File: config.mk
export PLATFORM = sky130hd
export DESIGN_NAME = mprj_checkpoint_monitor
export DESIGN_NICKNAME = d
export VERILOG_FILES = /design/src/rtl/mprj_chkmon_pkg.sv /design/src/rtl/chkmon_wb_regs.sv /design/src/rtl/mprj_checkpoint_monitor.sv
export SDC_FILE = /design/constraint.sdc
export NUM_CORES = 1
export LEC_CHECK = 0
export ABC_AREA = 1
export CORE_MARGIN = 2
export CORE_UTILIZATION = 50
export DETAILED_ROUTE_END_ITERATION = 12
export MAX_ROUTING_LAYER = met4
export PLACE_DENSITY_LB_ADDON = 0.08
export SYNTH_ARGS = -nofsm -noshare
export SYNTH_HDL_FRONTEND = slang
export SYNTH_SLANG_ARGS = --single-unit
File: constraint.sdc
create_clock -name wb_clk_i -period 2.6 [get_ports wb_clk_i]
set_input_delay 0.26 -clock wb_clk_i [delete_from_list [all_inputs] [get_ports wb_clk_i]]
set_output_delay 0.26 -clock wb_clk_i [all_outputs]
set_load 0.1 [all_outputs]
File: src/rtl/mprj_chkmon_pkg.sv
// mprj_chkmon_pkg: state encoding, register map, control/status bit positions and byte-lane merge for the checkpoint monitor
package mprj_chkmon_pkg;
  localparam logic [1:0] ST_IDLE = 2'd0;
  localparam logic [1:0] ST_WAIT = 2'd1;
  localparam logic [1:0] ST_PASS = 2'd2;
  localparam logic [1:0] ST_FAIL = 2'd3;
  typedef enum logic [1:0] {IDLE = ST_IDLE, WAIT = ST_WAIT, PASS = ST_PASS, FAIL = ST_FAIL} chkmon_state_e;
  localparam logic [7:0] OFF_CTRL    = 8'h00;
  localparam logic [7:0] OFF_STATUS  = 8'h04;
  localparam logic [7:0] OFF_TIMEOUT = 8'h08;
  localparam logic [7:0] OFF_COUNT   = 8'h0C;
  localparam logic [7:0] OFF_CODE    = 8'h10;
  localparam int CTRL_ARM   = 0;
  localparam int CTRL_CLEAR = 1;
  localparam int STAT_IDX   = 4;
  localparam int STAT_PASS  = 8;
  localparam int STAT_FAIL  = 9;
  function automatic logic [31:0] byte_merge(input logic [31:0] old, input logic [31:0] din, input logic [3:0] sel);
    logic [31:0] r;
    r = old;
    for (int b = 0; b < 4; b++) if (sel[b]) r[8*b +: 8] = din[8*b +: 8];
    return r;
  endfunction
endpackage

File: src/rtl/chkmon_wb_regs.sv
// chkmon_wb_regs: Wishbone decode, single-cycle ack, TIMEOUT/COUNT/CODE register file and readback
// Ports: clk/rst_n (async active-low); cyc/stb/we/sel/adr/dat Wishbone request; ack/rdat response;
//        status readback word in; arm/clear CTRL pulses, timeout/count/code register values out.
module chkmon_wb_regs
  import mprj_chkmon_pkg::*;
#(
  parameter int          CHECK_W   = 16,
  parameter int          DEPTH     = 4,
  parameter int          TIMEOUT_W = 24,
  parameter logic [31:0] BASE_ADDR = 32'h3000_0000
) (
  input  logic                             clk,
  input  logic                             rst_n,
  input  logic                             cyc,
  input  logic                             stb,
  input  logic                             we,
  input  logic [3:0]                       sel,
  input  logic [31:0]                      adr,
  input  logic [31:0]                      dat,
  input  logic [31:0]                      status,
  output logic                             ack,
  output logic [31:0]                      rdat,
  output logic                             arm,
  output logic                             clear,
  output logic [TIMEOUT_W-1:0]             timeout,
  output logic [4:0]                       count,
  output logic [DEPTH-1:0][CHECK_W-1:0]    code
);
  logic [7:0] off;
  logic hit, wr;
  logic [31:0] rd;
  assign off = adr[7:0];
  assign hit = cyc & stb & (adr[31:8] == BASE_ADDR[31:8]);
  // the master holds the request through the ack cycle, so writes commit on that edge
  assign wr = ack & hit & we;
  assign arm = wr & off == OFF_CTRL & dat[CTRL_ARM];
  assign clear = wr & off == OFF_CTRL & dat[CTRL_CLEAR];
  assign rdat = ack ? rd : '0;
  always_comb begin
    rd = off == OFF_STATUS ? status : off == OFF_TIMEOUT ? 32'(timeout) : off == OFF_COUNT ? 32'(count) : '0;
    for (int i = 0; i < DEPTH; i++) if (off == 8'(OFF_CODE + 4*i)) rd = 32'(code[i]);
  end
  always_ff @(posedge clk or negedge rst_n)
    if (!rst_n) begin
      ack <= 1'b0;
      timeout <= '0;
      count <= 5'd1;
      code <= '0;
    end else begin
      ack <= hit & ~ack;
      if (wr && off == OFF_TIMEOUT) timeout <= TIMEOUT_W'(byte_merge(32'(timeout), dat, sel));
      if (wr && off == OFF_COUNT) count <= 5'(byte_merge(32'(count), dat, sel));
      for (int i = 0; i < DEPTH; i++)
        if (wr && off == 8'(OFF_CODE + 4*i)) code[i] <= CHECK_W'(byte_merge(32'(code[i]), dat, sel));
    end
endmodule

File: src/rtl/mprj_checkpoint_monitor.sv
// mprj_checkpoint_monitor: checks that a programmed code sequence appears in order on check_i, each within a timeout
// Ports: wb_clk_i/wb_rstn_i clock and async active-low reset; wbs_* Wishbone slave; check_i monitored bus;
//        pass_o/fail_o sticky results, irq_o = pass_o | fail_o.
// Build option CHKMON_SYNC_EN: adds a 2-flop synchronizer on check_i (one cycle more match latency).
module mprj_checkpoint_monitor
  import mprj_chkmon_pkg::*;
#(
  parameter int          CHECK_W   = 16,
  parameter int          DEPTH     = 4,
  parameter int          TIMEOUT_W = 24,
  parameter logic [31:0] BASE_ADDR = 32'h3000_0000
) (
  input  logic               wb_clk_i,
  input  logic               wb_rstn_i,
  input  logic               wbs_cyc_i,
  input  logic               wbs_stb_i,
  input  logic               wbs_we_i,
  input  logic [3:0]         wbs_sel_i,
  input  logic [31:0]        wbs_adr_i,
  input  logic [31:0]        wbs_dat_i,
  output logic               wbs_ack_o,
  output logic [31:0]        wbs_dat_o,
  input  logic [CHECK_W-1:0] check_i,
  output logic               pass_o,
  output logic               fail_o,
  output logic               irq_o
);
  localparam int IW = DEPTH > 1 ? $clog2(DEPTH) : 1;
  logic arm, clear, match;
  logic [TIMEOUT_W-1:0] timeout, cnt;
  logic [4:0] count;
  logic [DEPTH-1:0][CHECK_W-1:0] code;
  logic [CHECK_W-1:0] samp, prev;
  logic [1:0] state;
  logic [IW-1:0] idx, last;
  logic [31:0] status;
  chkmon_wb_regs #(.CHECK_W(CHECK_W), .DEPTH(DEPTH), .TIMEOUT_W(TIMEOUT_W), .BASE_ADDR(BASE_ADDR)) u_regs (
    .clk(wb_clk_i), .rst_n(wb_rstn_i), .cyc(wbs_cyc_i), .stb(wbs_stb_i), .we(wbs_we_i), .sel(wbs_sel_i),
    .adr(wbs_adr_i), .dat(wbs_dat_i), .status(status), .ack(wbs_ack_o), .rdat(wbs_dat_o),
    .arm(arm), .clear(clear), .timeout(timeout), .count(count), .code(code)
  );
`ifdef CHKMON_SYNC_EN
  logic [CHECK_W-1:0] meta;
  always_ff @(posedge wb_clk_i or negedge wb_rstn_i)
    if (!wb_rstn_i) begin
      meta <= '0;
      samp <= '0;
    end else begin
      meta <= check_i;
      samp <= meta;
    end
`else
  always_ff @(posedge wb_clk_i or negedge wb_rstn_i)
    if (!wb_rstn_i) samp <= '0;
    else samp <= check_i;
`endif
  always_ff @(posedge wb_clk_i or negedge wb_rstn_i)
    if (!wb_rstn_i) prev <= '0;
    else prev <= samp;
  // a value must be stable for two samples, so a one-cycle multi-bit transition never matches
  assign match = samp == prev && samp == code[idx];
  assign last = count == 5'd0 ? '0 : count > 5'(DEPTH) ? IW'(DEPTH - 1) : IW'(count - 5'd1);
  assign irq_o = pass_o | fail_o;
  always_comb begin
    status = '0;
    status[1:0] = state;
    status[STAT_IDX +: 4] = 4'(idx);
    status[STAT_PASS] = pass_o;
    status[STAT_FAIL] = fail_o;
  end
  always_ff @(posedge wb_clk_i or negedge wb_rstn_i)
    if (!wb_rstn_i) begin
      state <= ST_IDLE;
      idx <= '0;
      cnt <= '0;
      pass_o <= 1'b0;
      fail_o <= 1'b0;
    end else begin
      pass_o <= state == ST_PASS;
      fail_o <= state == ST_FAIL;
      if (clear) begin
        state <= ST_IDLE;
        idx <= '0;
      end else if (arm) begin
        state <= ST_WAIT;
        idx <= '0;
        cnt <= timeout;
      end else if (state == ST_WAIT) begin
        if (match) begin
          if (idx == last) state <= ST_PASS;
          else begin
            idx <= idx + 1'b1;
            cnt <= timeout;
          end
        end else if (timeout != '0) begin
          // the FAIL transition lands on the same edge the counter reaches zero
          cnt <= cnt - 1'b1;
          if (cnt <= TIMEOUT_W'(1)) state <= ST_FAIL;
        end
      end
    end
endmodule

==> flow_summary_export.csv, run 1 <==
group,metric,value,unit
clock_tree,clkTransAtPathRegs,0.08,ns
yosys,syn-cell-area,0.00887,mm²
grt,gr-total-overflow,0,
job,cap_violations,0,
grt,grt_pass1_wl,42.7,mm
critical_path,startpoint_type,"primary input",
timing,finalCritPeriodShare,0.988,
finish,fin_nets,1438,
detailed_routing,post_drt_wl_per_cell,16.7,µm
timing,period_minus_slack,2.57,ns
finish,final_cell_count_no_fill,1584,
timing,setup_viol,0,
critical_path,worst-path-max-fanout,7,
grt,grt_usage,0.306,
floorplanning,io_pins,125,
run_status,status,"completed",
detailed_routing,drt.antenna.violating_nets,0,
power_and_ir_drop,max-vdd-ir-drop,0.000524,V
detailed_routing,route.detailed.drc,0,
grt,antenna_found_initial,0,
floorplanning,die-area,0.0188,mm²
yosys,synth_cell_types,46,
yosys,postSynthAreaPerCell,7.42,µm²
finish,drive_above_1_share,0.162,
clock_tree,cts_root_buf,"clkbuf_16",
timing,skew,0.0138,ns
detailed_routing,vias,8685,
yosys,synth_warnings,0,
floorplanning,coreArea,0.0173,mm²
power_and_ir_drop,p_leak,5.65,nW
critical_path,cp.required,2.34,ns
clock_tree,cts_buffer_depth,2,
timing,fmax,389,MHz
detailed_routing,wirelength,26.5,mm
critical_path,crit_path_end_kind,"output pin",
hold_path,hp-class,"primary input to flip-flop",
grt,grt_pass1_vias,8192,
clock_tree,clock_latency,0.44,ns
clock_tree,cts_sinks,156,
power_and_ir_drop,power_density,459,mW/mm²
yosys,syn_inst,1195,
critical_path,critical_path_class,"primary input to output pin",
clock_tree,numCtsBuffers,17,
floorplanning,start_util,0.513,
yosys,synth-seq-cells,156,
timing,fin_ws,0.0323,ns
placement,place_ws,-0.0377,ns
timing,rsz0062_at_grt,"true",
floorplanning,die_w,137,µm
timing,slew_viol_final,0,
clock_tree,cts_max_level,4,
detailed_routing,drt_iter0_markers,795,
clock_tree,cts_tree,"yes",
finish,synthToLayoutAreaGrowth,33.4,%
grt,grt_max_degree,58,
placement,dp_hpwl,19.1,mm
detailed_routing,firstDrtPassIters,5,
yosys,synthFlopType,"dfrtp_1",
floorplanning,row_count,48,
placement,gp_congestion,0.942,
detailed_routing,via_per_inst,5.48,
placement,dpl.cell_count,1546,
timing,relSlewSlack,0.647,
yosys,synthArstFlopShare,1.00,
yosys,synth_edf_count,0,
finish,fin_util,0.684,
placement,port_buffers,107,
yosys,synth-seq-area-share,0.440,
critical_path,arrival,2.31,ns
floorplanning,fp.dieH,137,µm
timing,tightest_slew,0.529,ns
finish,diodes,0,
timing,hold_viol,0,
-- registers in the layout, indices dropped and copies added, names as in the netlist --
signal	flops
pass_o	1
cnt	24
u_regs.code	64
fail_o	1
u_regs.count	5
samp	16
prev	16
idx	2
state	2
u_regs.ack	1
u_regs.timeout	24
-- path summary, 6_finish.rpt --
check                              startpoint                  end  slack [ns]  cells past startpoint
min in group asynchronous           wb_rstn_i  cnt[21]$_DFFE_PN0P_        0.35                      2
max reg2reg                idx[0]$_DFFE_PN0P_  cnt[19]$_DFFE_PN0P_        0.20                     16
max in group asynchronous           wb_rstn_i   prev[11]$_DFF_PN0_        1.57                      3
min reg2reg                 samp[7]$_DFF_PN0_    prev[7]$_DFF_PN0_        0.48                      0
max                              wbs_adr_i[1]         wbs_dat_o[7]        0.03                     11
min                                check_i[2]    samp[2]$_DFF_PN0_        0.25                      1
-- Yosys cell counts (2+ instances only) --
cell type	n	share of area
nor3_1	18	0.010
o41ai_1	6	0.0059
nand4_1	23	0.016
ha_1	3	0.0042
buf_2	13	0.0073
xnor2_1	22	0.022
o31ai_1	2	0.0017
a21oi_1	31	0.017
inv_1	86	0.036
o21bai_1	2	0.0017
clkbuf_1	12	0.0051
nor2_1	95	0.040
buf_6	9	0.011
nor4_1	4	0.0028
nand3_1	116	0.065
or2_2	2	0.0014
inv_2	3	0.0013
o211ai_1	4	0.0034
nand2_2	8	0.0056
xor2_1	9	0.0089
buf_4	14	0.012
o22ai_1	7	0.0049
buf_1	4	0.0017
o21ai_0	91	0.051
nand3_2	10	0.011
o21ai_1	19	0.011
nand2_1	393	0.17
dfrtp_1	155	0.44
mux2_2	8	0.010
o221ai_1	3	0.0030
nand3b_1	8	0.0068
-- per-layer routing --
metal | global-route usage | vias to the layer above | share of wire
li1 | - | 4217 | -
met1 | 0.397 | 4068 | 0.42
met2 | 0.475 | 348 | 0.47
met3 | 0.0662 | 52 | 0.085
met4 | 0.111 | 0 | 0.027
met5 | - | - | 0
-- repair_timing --
item                                    CTS  global route
setup buffers                             2             2
hold buffers                              1             0
gates resized for setup                   2            45
gates cloned                              0             1
hold endpoints to repair                 53             0
pin swaps                                 2            18
endpoints found under the setup margin    6            52
-- logic make-up after synthesis --
family                     Yosys count  share of synthesized area
and+or+nand+nor                    685                      0.335
AOI/OAI and AO/OA                  168                      0.103
DFF                                156                      0.440
buffers and inverters              143                     0.0765
xor gates and xnor gates            31                     0.0306
muxes                                8                     0.0102
adders and majority gates            3                    0.00423
other                                1                   0.000423
-- cells in the final DEF (no fill, tap or decap), drive strengths merged --
cell type	instances
a21o	1
a21oi	31
a221oi	1
a31oi	1
and2	2
and3	1
buf	97
bufinv	1
clkbuf	17
clkdlybuf4s50	75
clkinv	10
conb	8
dfrtp	155
dfstp	1
dlygate4sd3	1
dlymetal6s2s	3
ha	3
inv	96
mux2	8
nand2	401
nand3	126
nand3b	8
nand4	23
nor2	95
nor3	20
nor3b	1
nor4	5
o211ai	4
o21ai	110
o21bai	2
o221ai	3
o22ai	7
o31ai	2
o41ai	6
or2	2
or3	1
xnor2	22
xor2	9
-- report_power, final --
group	internal, mW	switching [mW]	total (mW)
Sequential	2.45	0.0288	2.48
Combinational	0.162	0.203	0.365
Clock	1.33	1.26	2.58
-- layout make-up --
| cell class | count | area (µm²) |
|---|---|---|
| repair buffers | 176 | 1960 |
| well taps | 225 | 282 |
| fillers | 1431 | 5470 |
| clock buffers | 17 | 425 |
| multi-input cells | 903 | 4660 |
| flip-flops and latches | 156 | 3910 |
| inverters | 91 | 370 |
| clock inverters | 15 | 211 |
| repair inverters | 1 | 8.76 |
-- worst max-delay path: stages --
cell and delay (ns):
clkdlybuf4s50_1 0.42, inv_2 0.08, nand4_1 0.20, buf_4 0.22, nor2_4 0.13, nor2_4 0.06
buf_12 0.13, nand2_1 0.07, a21oi_2 0.05, o41ai_4 0.45, buf_12 0.23
-- per-stage QoR --
step / total power [mW] / hold slack, ns / TNS, ns / area (µm²)
finish: 5.43 / 0.248 / 0 / 11800
global route: 5.60 / 0.245 / -0.0780 / 11800
CTS: 5.46 / 0.239 / -0.00553 / 11700
detailed placement: 2.88 / 0.253 / -0.0642 / 11000
global placement: 2.88 / 0.256 / 0 / 11000
floorplan: 2.66 / -0.0356 / -0.134 / 9150
(Power assumes the default switching activity.)
==> run 2: changes to the inputs <==
Settings changed: CAP_MARGIN from default to 25.
==> results of run 2 <==
Same layout as run 1: the final DEF is identical, and so are final timing and power.
==> run 3: changes to the inputs <==
Settings changed: PLACE_DENSITY from default to 0.73, PLACE_DENSITY_LB_ADDON 0.08 to default, TNS_END_PERCENT from default to 50.
==> run 3 against run 2 <==
Compared with the run above: non-clock buffer count shrank 10; sequential power is essentially flat; routed wire length down 2.5%; clock power is 2% lower; power is 1.1% lower; hold slack better by 0.015 ns.
==> flow_summary_export.csv, run 3 (synthesis gave the netlist of run 1 again) <==
group,metric,value,unit
detailed_routing,vias,8660,
clock_tree,cts_root_buf,"clkbuf_16",
critical_path,worst-path-max-fanout,6,
finish,layout_common_cells,"nand2_1 (383), dfrtp_1 (154), nand3_1 (114), o21ai_0 (90), nor2_1 (89)",
clock_tree,clock_latency,0.43,ns
critical_path,timing.rr.start,"idx[0]$_DFFE_PN0P_",
detailed_routing,firstDrtPassIters,5,
timing,fin_ws,0.0133,ns
power_and_ir_drop,max-vdd-ir-drop,0.000469,V
timing,holdWs,0.263,ns
clock_tree,cts_buffer_depth,2,
timing,tightest_slew,0.682,ns
floorplanning,start_util,0.513,
placement,dp_hpwl,18.2,mm
clock_tree,cts_max_level,4,
grt,gr-total-overflow,0,
timing,setup_tns,0,ns
critical_path,arrival,2.33,ns
timing,fmax,387,MHz
finish,diodes,0,
placement,port_buffers,107,
detailed_routing,route.detailed.drc,0,
finish,final_cell_count_no_fill,1573,
timing,setup_viol,0,
finish,top_regs,"u_regs.code: 64 flops, cnt: 24 flops, u_regs.timeout: 24 flops",
hold_path,min_from,"check_i[3]",
clock_tree,cts_tree,"yes",
detailed_routing,drt_iter0_markers,845,
grt,grt_pass1_vias,8129,
finish,drive_above_1_share,0.152,
floorplanning,coreArea,0.0173,mm²
critical_path,startpoint_type,"primary input",
run_status,status,"completed",
finish,regMostFlops,"u_regs.code",
clock_tree,clkTransAtPathRegs,0.06,ns
timing,period_minus_slack,2.59,ns
finish,largest_register_ffs,64,
floorplanning,fp.dieH,137,µm
detailed_routing,post_drt_wl_per_cell,16.4,µm
hold_path,hp-class,"primary input to flip-flop",
finish,final_common_cell,"nand2_1",
floorplanning,die-area,0.0188,mm²
timing,relSlewSlack,0.545,
grt,grt_pass1_wl,41.0,mm
detailed_routing,drt.antenna.violating_nets,0,
floorplanning,die_w,137,µm
critical_path,cp.required,2.34,ns
finish,synthToLayoutAreaGrowth,31.8,%
critical_path,crit_start,"wbs_adr_i[6]",
grt,antenna_found_initial,0,
placement,gp_congestion,0.910,
detailed_routing,wirelength,25.8,mm
clock_tree,numCtsBuffers,17,
grt,grt_usage,0.293,
placement,dpl.cell_count,1537,
grt,grt_max_degree,71,
timing,skew,0.0128,ns
finish,fin_nets,1427,
placement,dpl_cell_area,0.0109,mm²
floorplanning,row_count,48,
power_and_ir_drop,power_density,459,mW/mm²
clock_tree,cts_sinks,156,
placement,place_ws,-0.00520,ns
timing,hold_viol,0,
critical_path,crit_path_end_kind,"output pin",
finish,design_area,0.0117,mm²
job,cap_violations,0,
power_and_ir_drop,p_leak,5.57,nW
timing,finalCritPeriodShare,0.995,
critical_path,critical_path_class,"primary input to output pin",
timing,slew_viol_final,0,
detailed_routing,via_per_inst,5.51,
floorplanning,io_pins,125,
==> run 3: final timing paths <==
kind,endpoint,slack [ns],cells past startpoint
max reg2reg,cnt[20]$_DFFE_PN0P_,0.17,14
min reg2reg,prev[8]$_DFF_PN0_,0.44,0
max in group asynchronous,u_regs.code[22]$_DFFE_PN0P_,1.39,3
max,wbs_dat_o[12],0.01,14
min,samp[3]$_DFF_PN0_,0.26,1
min in group asynchronous,u_regs.ack$_DFF_PN0_,0.43,2
==> run 3: metrics by stage <==
stage                     total power [mW]   util
after floorplan                       2.66      -
after global placement                2.87  0.631
after detailed placement              2.87  0.631
after CTS                             5.39  0.666
after global routing                  5.54  0.675
final                                 5.37  0.675
==> run 3: layout make-up <==
type / instances / area, µm²
fillers: 1387 / 5610
clock buffers: 18 / 439
well taps: 225 / 282
clock inverters: 14 / 158
flip-flops and latches: 156 / 3910
multi-input cells: 903 / 4640
inverters: 91 / 360
repair buffers: 166 / 1900
==> run 3: worst max-delay path, cell delays in order <==
cell and delay (ns):
clkdlybuf4s50_1 0.43, nor2_2 0.18, nand3_2 0.12, inv_2 0.09
nand2_2 0.09, clkinvlp_4 0.11, buf_12 0.11, buf_12 0.11
nand2_1 0.05, nand2_1 0.05, a21oi_1 0.05, buf_4 0.15
o41ai_4 0.29, buf_12 0.22
==> run 3: timing repair <==
item                                    in CTS  in global routing
hold endpoints to repair                    66                  0
endpoints found under the setup margin       3                 44
setup buffers                                0                  4
hold buffers                                 1                  0
resized for setup                            2                 41
pin swaps                                    0                 13
==> run 3: where the power goes <==
part	internal, mW	switching (mW)	leakage (nW)
Sequential	2.45	0.0231	2.07
Clock	1.46	1.07	0.295
Combinational	0.158	0.206	3.21
==> run 3: metal layers <==
metal | up-vias | global-route usage | share of wire
li1 | 4193 | - | -
met1 | 4064 | 0.374 | 0.42
met2 | 335 | 0.463 | 0.48
met3 | 68 | 0.0666 | 0.076
met4 | 0 | 0.0974 | 0.024
met5 | - | - | 0
